--- src/rtl/dbc_multiport_fsm_pkg.sv ---
// Shared definitions for the multi-port DbC port state machine.
// Holds the 3-bit state encodings, the state width and the watchdog width
// helper used by the per-port FSM and the top.
package dbc_multiport_fsm_pkg;

    localparam int STATE_W = 3;

    typedef enum logic [STATE_W-1:0] {
        ST_OFF          = 3'd0,
        ST_DISCONNECTED = 3'd1,
        ST_DISABLED     = 3'd2,
        ST_ENABLED      = 3'd3,
        ST_RESETTING    = 3'd4,
        ST_ERROR        = 3'd5,
        ST_CONFIGURED   = 3'd6
    } dbc_state_e;

    // Code 7 is never produced; if it ever shows up the FSM lands here.
    localparam logic [STATE_W-1:0] ST_ILLEGAL_DEFAULT = ST_OFF;

    // Watchdog width: enough bits to reach max(a,b)-1, never narrower than 1.
    function automatic int wd_width(input int a, input int b);
        int m;
        m = (a > b) ? a : b;
        return (m < 2) ? 1 : $clog2(m);
    endfunction

endpackage

--- src/rtl/dbc_multiport_fsm_if.sv ---
// Bus bundle between the port status/change bank, the DbC FSM block and the
// DbC event/doorbell logic.
//   master : status bank side, drives DCE and per-port change/status bits,
//            observes port_state/state_chg/timeout_err/dbc_run.
//   slave  : the FSM block.
// With DBC_EVENT_LATCH_EN defined, evt_clr (W1C) and evt_pending are added.
interface dbc_multiport_fsm_if #(parameter int NUM_PORTS = 2);

    logic                   DCE;
    logic [NUM_PORTS-1:0]   CSC;
    logic [NUM_PORTS-1:0]   PLC;
    logic [NUM_PORTS-1:0]   PRC;
    logic [NUM_PORTS-1:0]   PED;
    logic [NUM_PORTS-1:0]   CEC;
    logic [NUM_PORTS-1:0]   Reset_rcvd;
    logic [NUM_PORTS-1:0]   set_config_succesful;
    logic [NUM_PORTS-1:0]   EnumError;
    logic [NUM_PORTS-1:0]   Deconfigure;
    logic [3*NUM_PORTS-1:0] port_state;
    logic [NUM_PORTS-1:0]   state_chg;
    logic [NUM_PORTS-1:0]   timeout_err;
    logic                   dbc_run;
`ifdef DBC_EVENT_LATCH_EN
    logic [NUM_PORTS-1:0]   evt_clr;
    logic [NUM_PORTS-1:0]   evt_pending;
`endif

    modport master (
        output DCE, CSC, PLC, PRC, PED, CEC, Reset_rcvd,
               set_config_succesful, EnumError, Deconfigure,
`ifdef DBC_EVENT_LATCH_EN
        output evt_clr,
        input  evt_pending,
`endif
        input  port_state, state_chg, timeout_err, dbc_run
    );

    modport slave (
        input  DCE, CSC, PLC, PRC, PED, CEC, Reset_rcvd,
               set_config_succesful, EnumError, Deconfigure,
`ifdef DBC_EVENT_LATCH_EN
        input  evt_clr,
        output evt_pending,
`endif
        output port_state, state_chg, timeout_err, dbc_run
    );

endinterface

--- src/rtl/dbc_port_fsm.sv ---
// One DbC port state machine with its enumeration/reset watchdog.
// Ports: clock, reset_n (async low), dce, per-port change/status inputs,
// state (registered), state_chg (pulse on any transition), timeout_err
// (pulse when the watchdog forced ERROR).
module dbc_port_fsm
    import dbc_multiport_fsm_pkg::*;
#(
    parameter int ENUM_TIMEOUT  = 1024,
    parameter int RESET_TIMEOUT = 256
) (
    input  logic               clock,
    input  logic               reset_n,
    input  logic               dce,
    input  logic               csc,
    input  logic               plc,
    input  logic               prc,
    input  logic               ped,
    input  logic               cec,
    input  logic               reset_rcvd,
    input  logic               set_cfg,
    input  logic               enum_err,
    input  logic               deconfig,
    output logic [STATE_W-1:0] state,
    output logic               state_chg,
    output logic               timeout_err
);

    localparam int WD_W = wd_width(ENUM_TIMEOUT, RESET_TIMEOUT);
    localparam logic [WD_W-1:0] ENUM_LAST  = WD_W'(ENUM_TIMEOUT - 1);
    localparam logic [WD_W-1:0] RESET_LAST = WD_W'(RESET_TIMEOUT - 1);

    logic [STATE_W-1:0] state_q, nxt;
    logic [WD_W-1:0]    wdog_q;
    logic               expire;

    // Events are checked before the watchdog, so an event in the expiry
    // cycle wins over the timeout.
    always_comb begin
        nxt    = state_q;
        expire = 1'b0;
        if (!dce) begin
            nxt = ST_OFF;
        end else begin
            case (state_q)
                ST_OFF:          nxt = ST_DISCONNECTED;
                ST_DISCONNECTED: if (csc) nxt = ST_ENABLED;
                ST_DISABLED: begin
                    if (csc)      nxt = ST_DISCONNECTED;
                    else if (ped) nxt = ST_ENABLED;
                end
                ST_ENABLED: begin
                    if (csc)                  nxt = ST_DISCONNECTED;
                    else if (!ped)            nxt = ST_DISABLED;
                    else if (cec | plc)       nxt = ST_DISABLED;
                    else if (enum_err)        nxt = ST_ERROR;
                    else if (reset_rcvd)      nxt = ST_RESETTING;
                    else if (set_cfg)         nxt = ST_CONFIGURED;
                    else if (wdog_q == ENUM_LAST) begin
                        nxt    = ST_ERROR;
                        expire = 1'b1;
                    end
                end
                ST_RESETTING: begin
                    if (csc)                  nxt = ST_DISCONNECTED;
                    else if (!ped)            nxt = ST_DISABLED;
                    else if (prc)             nxt = ST_ENABLED;
                    else if (wdog_q == RESET_LAST) begin
                        nxt    = ST_ERROR;
                        expire = 1'b1;
                    end
                end
                ST_ERROR: begin
                    if (csc)             nxt = ST_DISCONNECTED;
                    else if (!ped)       nxt = ST_DISABLED;
                    else if (reset_rcvd) nxt = ST_RESETTING;
                end
                ST_CONFIGURED: begin
                    if (csc)             nxt = ST_DISCONNECTED;
                    else if (!ped)       nxt = ST_DISABLED;
                    else if (reset_rcvd) nxt = ST_RESETTING;
                    else if (deconfig)   nxt = ST_ENABLED;
                end
                default:                 nxt = ST_ILLEGAL_DEFAULT;
            endcase
        end
    end

    always_ff @(posedge clock or negedge reset_n) begin
        if (!reset_n) begin
            state_q     <= ST_OFF;
            state_chg   <= 1'b0;
            timeout_err <= 1'b0;
            wdog_q      <= '0;
        end else begin
            state_q     <= nxt;
            state_chg   <= (nxt != state_q);
            timeout_err <= expire;
            // Only ENABLED/RESETTING accumulate; any transition restarts.
            if ((nxt != state_q) ||
                ((state_q != ST_ENABLED) && (state_q != ST_RESETTING)))
                wdog_q <= '0;
            else
                wdog_q <= wdog_q + 1'b1;
        end
    end

    assign state = state_q;

endmodule

--- src/rtl/dbc_multiport_fsm.sv ---
// NUM_PORTS independent DbC port FSMs sharing one DbC enable, plus the
// aggregate dbc_run indication.
// Ports: clock, reset_n (async low), bus (slave modport of
// dbc_multiport_fsm_if). Port i state appears at port_state[3i+2:3i].
// Optional DBC_EVENT_LATCH_EN: per-port evt_pending latch, set by state_chg,
// cleared by evt_clr (W1C), set wins.
module dbc_multiport_fsm
    import dbc_multiport_fsm_pkg::*;
#(
    parameter int NUM_PORTS     = 2,
    parameter int ENUM_TIMEOUT  = 1024,
    parameter int RESET_TIMEOUT = 256
) (
    input  logic                clock,
    input  logic                reset_n,
    dbc_multiport_fsm_if.slave  bus
);

    logic [NUM_PORTS-1:0][STATE_W-1:0] state_w;
    logic [NUM_PORTS-1:0]              chg_w;
    logic [NUM_PORTS-1:0]              tmo_w;
    logic                              run_any;
    logic                              run_q;

    for (genvar i = 0; i < NUM_PORTS; i++) begin : g_port
        dbc_port_fsm #(
            .ENUM_TIMEOUT  (ENUM_TIMEOUT),
            .RESET_TIMEOUT (RESET_TIMEOUT)
        ) u_port (
            .clock       (clock),
            .reset_n     (reset_n),
            .dce         (bus.DCE),
            .csc         (bus.CSC[i]),
            .plc         (bus.PLC[i]),
            .prc         (bus.PRC[i]),
            .ped         (bus.PED[i]),
            .cec         (bus.CEC[i]),
            .reset_rcvd  (bus.Reset_rcvd[i]),
            .set_cfg     (bus.set_config_succesful[i]),
            .enum_err    (bus.EnumError[i]),
            .deconfig    (bus.Deconfigure[i]),
            .state       (state_w[i]),
            .state_chg   (chg_w[i]),
            .timeout_err (tmo_w[i])
        );
    end

    always_comb begin
        run_any = 1'b0;
        for (int i = 0; i < NUM_PORTS; i++)
            run_any = run_any | (state_w[i] == ST_CONFIGURED);
    end

    // Registered from the registered states, so dbc_run trails CONFIGURED
    // by one cycle.
    always_ff @(posedge clock or negedge reset_n) begin
        if (!reset_n) run_q <= 1'b0;
        else          run_q <= run_any;
    end

    assign bus.port_state  = state_w;
    assign bus.state_chg   = chg_w;
    assign bus.timeout_err = tmo_w;
    assign bus.dbc_run     = run_q;

`ifdef DBC_EVENT_LATCH_EN
    logic [NUM_PORTS-1:0] evt_q;

    always_ff @(posedge clock or negedge reset_n) begin
        if (!reset_n) evt_q <= '0;
        else          evt_q <= (evt_q & ~bus.evt_clr) | chg_w;
    end

    assign bus.evt_pending = evt_q;
`endif

endmodule

--- src/flat_wrapper.sv ---
// flat-port wrapper written by rule: the top's interface ports become plain ports
module dbc_multiport_fsm_flat import dbc_multiport_fsm_pkg::*;
#(
    parameter int NUM_PORTS     = 2,
    parameter int ENUM_TIMEOUT  = 1024,
    parameter int RESET_TIMEOUT = 256
)
  (clock, reset_n, bus_DCE, bus_CSC, bus_PLC, bus_PRC, bus_PED, bus_CEC, bus_Reset_rcvd, bus_set_config_succesful, bus_EnumError, bus_Deconfigure, bus_port_state, bus_state_chg, bus_timeout_err, bus_dbc_run);
  dbc_multiport_fsm_if #(.NUM_PORTS(NUM_PORTS)) bus_i ();
  input  logic clock;
  input  logic reset_n;
  input wire logic [$bits(bus_i.DCE)-1:0] bus_DCE;
  input wire logic [$bits(bus_i.CSC)-1:0] bus_CSC;
  input wire logic [$bits(bus_i.PLC)-1:0] bus_PLC;
  input wire logic [$bits(bus_i.PRC)-1:0] bus_PRC;
  input wire logic [$bits(bus_i.PED)-1:0] bus_PED;
  input wire logic [$bits(bus_i.CEC)-1:0] bus_CEC;
  input wire logic [$bits(bus_i.Reset_rcvd)-1:0] bus_Reset_rcvd;
  input wire logic [$bits(bus_i.set_config_succesful)-1:0] bus_set_config_succesful;
  input wire logic [$bits(bus_i.EnumError)-1:0] bus_EnumError;
  input wire logic [$bits(bus_i.Deconfigure)-1:0] bus_Deconfigure;
  output wire logic [$bits(bus_i.port_state)-1:0] bus_port_state;
  output wire logic [$bits(bus_i.state_chg)-1:0] bus_state_chg;
  output wire logic [$bits(bus_i.timeout_err)-1:0] bus_timeout_err;
  output wire logic [$bits(bus_i.dbc_run)-1:0] bus_dbc_run;
  assign bus_i.DCE = bus_DCE;
  assign bus_i.CSC = bus_CSC;
  assign bus_i.PLC = bus_PLC;
  assign bus_i.PRC = bus_PRC;
  assign bus_i.PED = bus_PED;
  assign bus_i.CEC = bus_CEC;
  assign bus_i.Reset_rcvd = bus_Reset_rcvd;
  assign bus_i.set_config_succesful = bus_set_config_succesful;
  assign bus_i.EnumError = bus_EnumError;
  assign bus_i.Deconfigure = bus_Deconfigure;
  assign bus_port_state = bus_i.port_state;
  assign bus_state_chg = bus_i.state_chg;
  assign bus_timeout_err = bus_i.timeout_err;
  assign bus_dbc_run = bus_i.dbc_run;
  dbc_multiport_fsm #(.NUM_PORTS(NUM_PORTS), .ENUM_TIMEOUT(ENUM_TIMEOUT), .RESET_TIMEOUT(RESET_TIMEOUT)) u_core (.clock(clock), .reset_n(reset_n), .bus(bus_i));
endmodule
--- config.mk ---
export PLATFORM = sky130hd
export DESIGN_NAME = dbc_multiport_fsm_flat
export DESIGN_NICKNAME = d
export VERILOG_FILES = /design/src/rtl/dbc_multiport_fsm_pkg.sv /design/src/rtl/dbc_multiport_fsm_if.sv /design/src/rtl/dbc_port_fsm.sv /design/src/rtl/dbc_multiport_fsm.sv /design/src/flat_wrapper.sv
export SDC_FILE = /design/constraint.sdc
export NUM_CORES = 1
export LEC_CHECK = 0
export ABC_AREA = 1
export BUFFER_PORTS_ARGS = -buffer_cell sky130_fd_sc_hd__buf_4
export CAP_MARGIN = 15
export CORE_AREA = 2 2 80 82
export DETAILED_ROUTE_END_ITERATION = 7
export DIE_AREA = 0 0 82 84
export GPL_TIMING_DRIVEN = 0
export SYNTH_ARGS = -nofsm -noshare
export SYNTH_HDL_FRONTEND = slang
export SYNTH_SLANG_ARGS = --single-unit
--- constraint.sdc ---
create_clock -name clock -period 1.8 [get_ports clock]
set_input_delay 0.09 -clock clock [delete_from_list [all_inputs] [get_ports clock]]
set_output_delay 0.09 -clock clock [all_outputs]
set_load 0.05 [all_outputs]
==> metrics list <==
- For this block, the initial DRC count from the detailed router was 83.
* Gpl congestion: around 0.87
* Cell family with the largest share of critical-path delay: simple AND/OR/NAND/NOR gates
- Averaged over all synthesized cells, the footprint is around 7.3 um^2.
- STA classifies the critical path startpoint as a flip-flop.
* Status: finished, violations left
* Count of clock tree sinks: 31
- Maximum number of pins on one net before global-route repair: 32
* Die area: roughly 0.0069 mm^2
* Peak fanout along the critical path: 5
- In the global route stage, met3 resource usage came out at 0.0314.
* Total setup violations reported at the end of the flow: 21
- For this run, the number of Yosys warnings is 0.
- For this run, global-route usage on met1 was measured as 0.182.
* Clock-pin slew on the worst setup and hold paths: around 0.070 ns
- Final Max Tran Viols: 0
- Synth Cell Area: 0.00205 mm^2
- DIE HEIGHT: approximately 84 um
- Together, buffers and inverters on the worst path number 0.
- Once layout is complete, the utilization of the core stands at 0.452.
* Detailed Route WL: 4680 um
* Wire length of the first global-routing pass: just under 8000 um
- Area after DPL: ~0.0024 mm^2
- Sequential fraction of the synthesis area: 0.378
* HPWL after DPL: 3230 um
- Minimum setup slack after placement: -0.319 ns
- For this design the ratio of total power to cell area is roughly 580 mW/mm^2.
- Setup repair after global routing missed its margin: yes
* Syn Nets: around 300
- The library cell used most frequently in the layout, excluding fill and tap cells, is sky130_fd_sc_hd__nand2_1.
- Count of input and output buffers: 31
- Per-cell routed wire length: approximately 11 um
- # Max-Cap Violations: 0
- Crit path largest cell delay: ~0.35 ns
- The netlist uses 34 different library cells.
* Failing checks: setup timing
- Most frequent cells in the layout: sky130_fd_sc_hd__nand2_1, sky130_fd_sc_hd__buf_4, sky130_fd_sc_hd__inv_1
* Clock tree from TritonCTS: built
- Path type of the worst min-delay path: input port to flip-flop
- The cell sitting at the root of the clock tree is a sky130_fd_sc_hd__clkbuf_8.
* Synth async-reset ratio: 1.00
- Measured along the x axis, the die boundary spans ~82 um.
- Final Hold Violating Endpoints: 0
* Gr ovfl total: 0
* Flip-flop cell with the highest count after synthesis: sky130_fd_sc_hd__dfrtp_1
* Worst setup slack after layout: -0.130 ns
- After routing the design area is about 0.0028 mm^2.
- Layout Nets: about 360
- Deepest clock path buffer count: 2
- After floorplanning, the core was sized to cover 0.00610 mm^2.
* Top Usage Layer GRT: met2
- Across every metal layer, demand over resource in global routing totals 0.147.
- The number of antenna violations at the first check in global routing was 0.
- Leak Pwr: roughly 1.4 nW
- Relative slew slack: 0.698
- Num rows: 29
- Initial core utilization: 0.336
* Worst slew pin tran: approximately 0.45 ns
* Number of instances in the synthesized netlist: ~280
- Cell breakdown of the critical path: ha_2 > nand2_2 > nor2_4 > nand3b_1 > nor2_2 > o21bai_1 > nand2_1 > nand2_1 > nand2_2 > nand2_2 > nand2_2 > nand2_2 > nor2_4 > nand2_4 > nor2_2
- # DRC: 0
- Total CTS buffers: 5
- Number of H-tree levels: 2
- Of the cells placed in the final design, the portion with a size suffix greater than 1 is 0.376.
- In the global route stage, met2 resource usage came out at 0.242.
* Class of the most critical setup path: flip-flop to flip-flop
- The count of cells in the finished layout, fillers not included, comes to around 420.
- In this run, synthesis produced a sequential element count of 31.
- Routed vias: 1911
- For this run, the detailed router's first-pass iteration total came to 4.
* Final min period: a little under 2 ns
- Antenna Violating Nets Remaining: 0
* IO Count: 32
- Period Utilization, post-route: 1.07
- Sum Neg Setup Slack: -1.48 ns
* Clock Skews: 0.00499 ns
* Placed cell count: 389
* Syn-to-layout area delta: 34.4%
- Most common cell type on the critical path: sky130_fd_sc_hd__nand2_2
* Diode count: 0
- The slowest stage of the critical path is the sky130_fd_sc_hd__dfrtp_1 cell.
- For this run, the top clock speed supported by timing is 0.518 GHz.
* Worst skew pair latency: ~0.29 ns
- Crit path capture type: flip-flop
- The worst-case IR drop observed on VDD is between 0.0003 and 0.0004 V.
- Detail-routed via count per cell: between 4 and 5
- Worst endpoint required time: 2.02 ns
* Crit path arrival time: 2.15 ns
* Via count of the first global-routing pass: 1829
* Number of synthesized flops with an enable pin: 0
-- layer usage --
layer	vias to the layer above	share of wire
li1	995	-
met1	876	0.43
met2	30	0.52
met3	10	0.035
met4	0	0.019
met5	-	0
-- power by group --
group          leakage (nW)  switching, mW  internal [mW]
clock                0.0422          0.263          0.271
sequential            0.413         0.0170          0.714
combinational         0.900          0.208          0.129
-- worst min-delay path, cell delays in order --
cell	delay, ns
sky130_fd_sc_hd__buf_4	0.13
sky130_fd_sc_hd__nand2_1	0.08
sky130_fd_sc_hd__inv_1	0.05
-- cell usage after synthesis (2+ instances only) --
| library cell | number | share of area |
|---|---|---|
| sky130_fd_sc_hd__o21ai_0 | 7 | 0.017 |
| sky130_fd_sc_hd__nand3_2 | 3 | 0.015 |
| sky130_fd_sc_hd__nor3_1 | 5 | 0.012 |
| sky130_fd_sc_hd__ha_1 | 2 | 0.012 |
| sky130_fd_sc_hd__nand4_1 | 3 | 0.0092 |
| sky130_fd_sc_hd__inv_1 | 34 | 0.062 |
| sky130_fd_sc_hd__xnor2_1 | 6 | 0.026 |
| sky130_fd_sc_hd__nand3b_1 | 2 | 0.0073 |
| sky130_fd_sc_hd__o21ai_1 | 3 | 0.0073 |
| sky130_fd_sc_hd__dfrtp_1 | 31 | 0.38 |
| sky130_fd_sc_hd__nand2_2 | 2 | 0.0061 |
| sky130_fd_sc_hd__nor2_1 | 29 | 0.053 |
| sky130_fd_sc_hd__nand3_1 | 21 | 0.051 |
| sky130_fd_sc_hd__inv_2 | 5 | 0.0092 |
| sky130_fd_sc_hd__nor2_2 | 14 | 0.043 |
| sky130_fd_sc_hd__nand2_1 | 75 | 0.14 |
| sky130_fd_sc_hd__a21oi_1 | 6 | 0.015 |
| sky130_fd_sc_hd__xor2_1 | 10 | 0.043 |
| sky130_fd_sc_hd__buf_4 | 4 | 0.015 |
| sky130_fd_sc_hd__nor3_2 | 2 | 0.0098 |
| sky130_fd_sc_hd__nor2_4 | 3 | 0.016 |
| sky130_fd_sc_hd__o211ai_1 | 2 | 0.0073 |
-- sequential cells by signal, indices dropped and copies added, names as in the netlist --
name                              count
u_core.g_port.u_port.state            6
u_core.g_port.u_port.wdog_q          20
u_core.bus.dbc_run                    1
u_core.g_port.u_port.state_chg        2
u_core.g_port.u_port.timeout_err      2
-- logic make-up after synthesis --
family,after synthesis,share of synthesized area
compound gates,22,0.0616
xor+xnor,16,0.0683
fa+ha+maj,2,0.0122
buf+inv,45,0.0903
flops,31,0.378
simple gates,165,0.389
-- worst paths after layout --
path / endpoint / cells past startpoint / slack, ns / start
worst min register to register: u_core.g_port[1].u_port.wdog_q[0] / 2 / 0.54 / u_core.g_port[1].u_port.wdog_q[0]
worst max-delay path: u_core.g_port[0].u_port.wdog_q[3] / 15 / -0.13 / u_core.g_port[0].u_port.wdog_q[0]
max in group asynchronous: u_core.g_port[0].u_port.state[2] / 2 / 1.22 / reset_n
min in group asynchronous: u_core.g_port[1].u_port.timeout_err / 2 / 0.27 / reset_n
worst max register to register: u_core.g_port[0].u_port.wdog_q[3] / 15 / -0.13 / u_core.g_port[0].u_port.wdog_q[0]
worst min-delay path: u_core.g_port[1].u_port.state[0] / 3 / 0.09 / bus_DCE
-- metrics by stage --
stage	hold WS [ns]	total power, mW
floorplan	-0.206	0.924
global placement	0.0484	1.03
detailed placement	0.0514	1.03
CTS	0.0724	1.62
global route	0.113	1.69
finish	0.0884	1.60
-- layout make-up --
type	instances	area, um^2
Fill cell	632	3340
Multi-Input combinational cell	207	1230
Sequential cell	31	783
Timing Repair Buffer	50	378
Inverter	40	153
Tap cell	77	96.3
Clock buffer	7	76.3
Buffer	4	30.0
Clock inverter	1	5.00
-- what timing repair did --
action / 4_1_cts / 5_1_grt
hold endpoints to repair: 31 / 0
pin swaps: 10 / 10
setup buffers: 12 / 6
endpoints found under the setup margin: 22 / 22
cloned: 2 / 0
resized for setup: 23 / 17
hold buffers: 1 / 0
(Power assumes the default switching activity.)
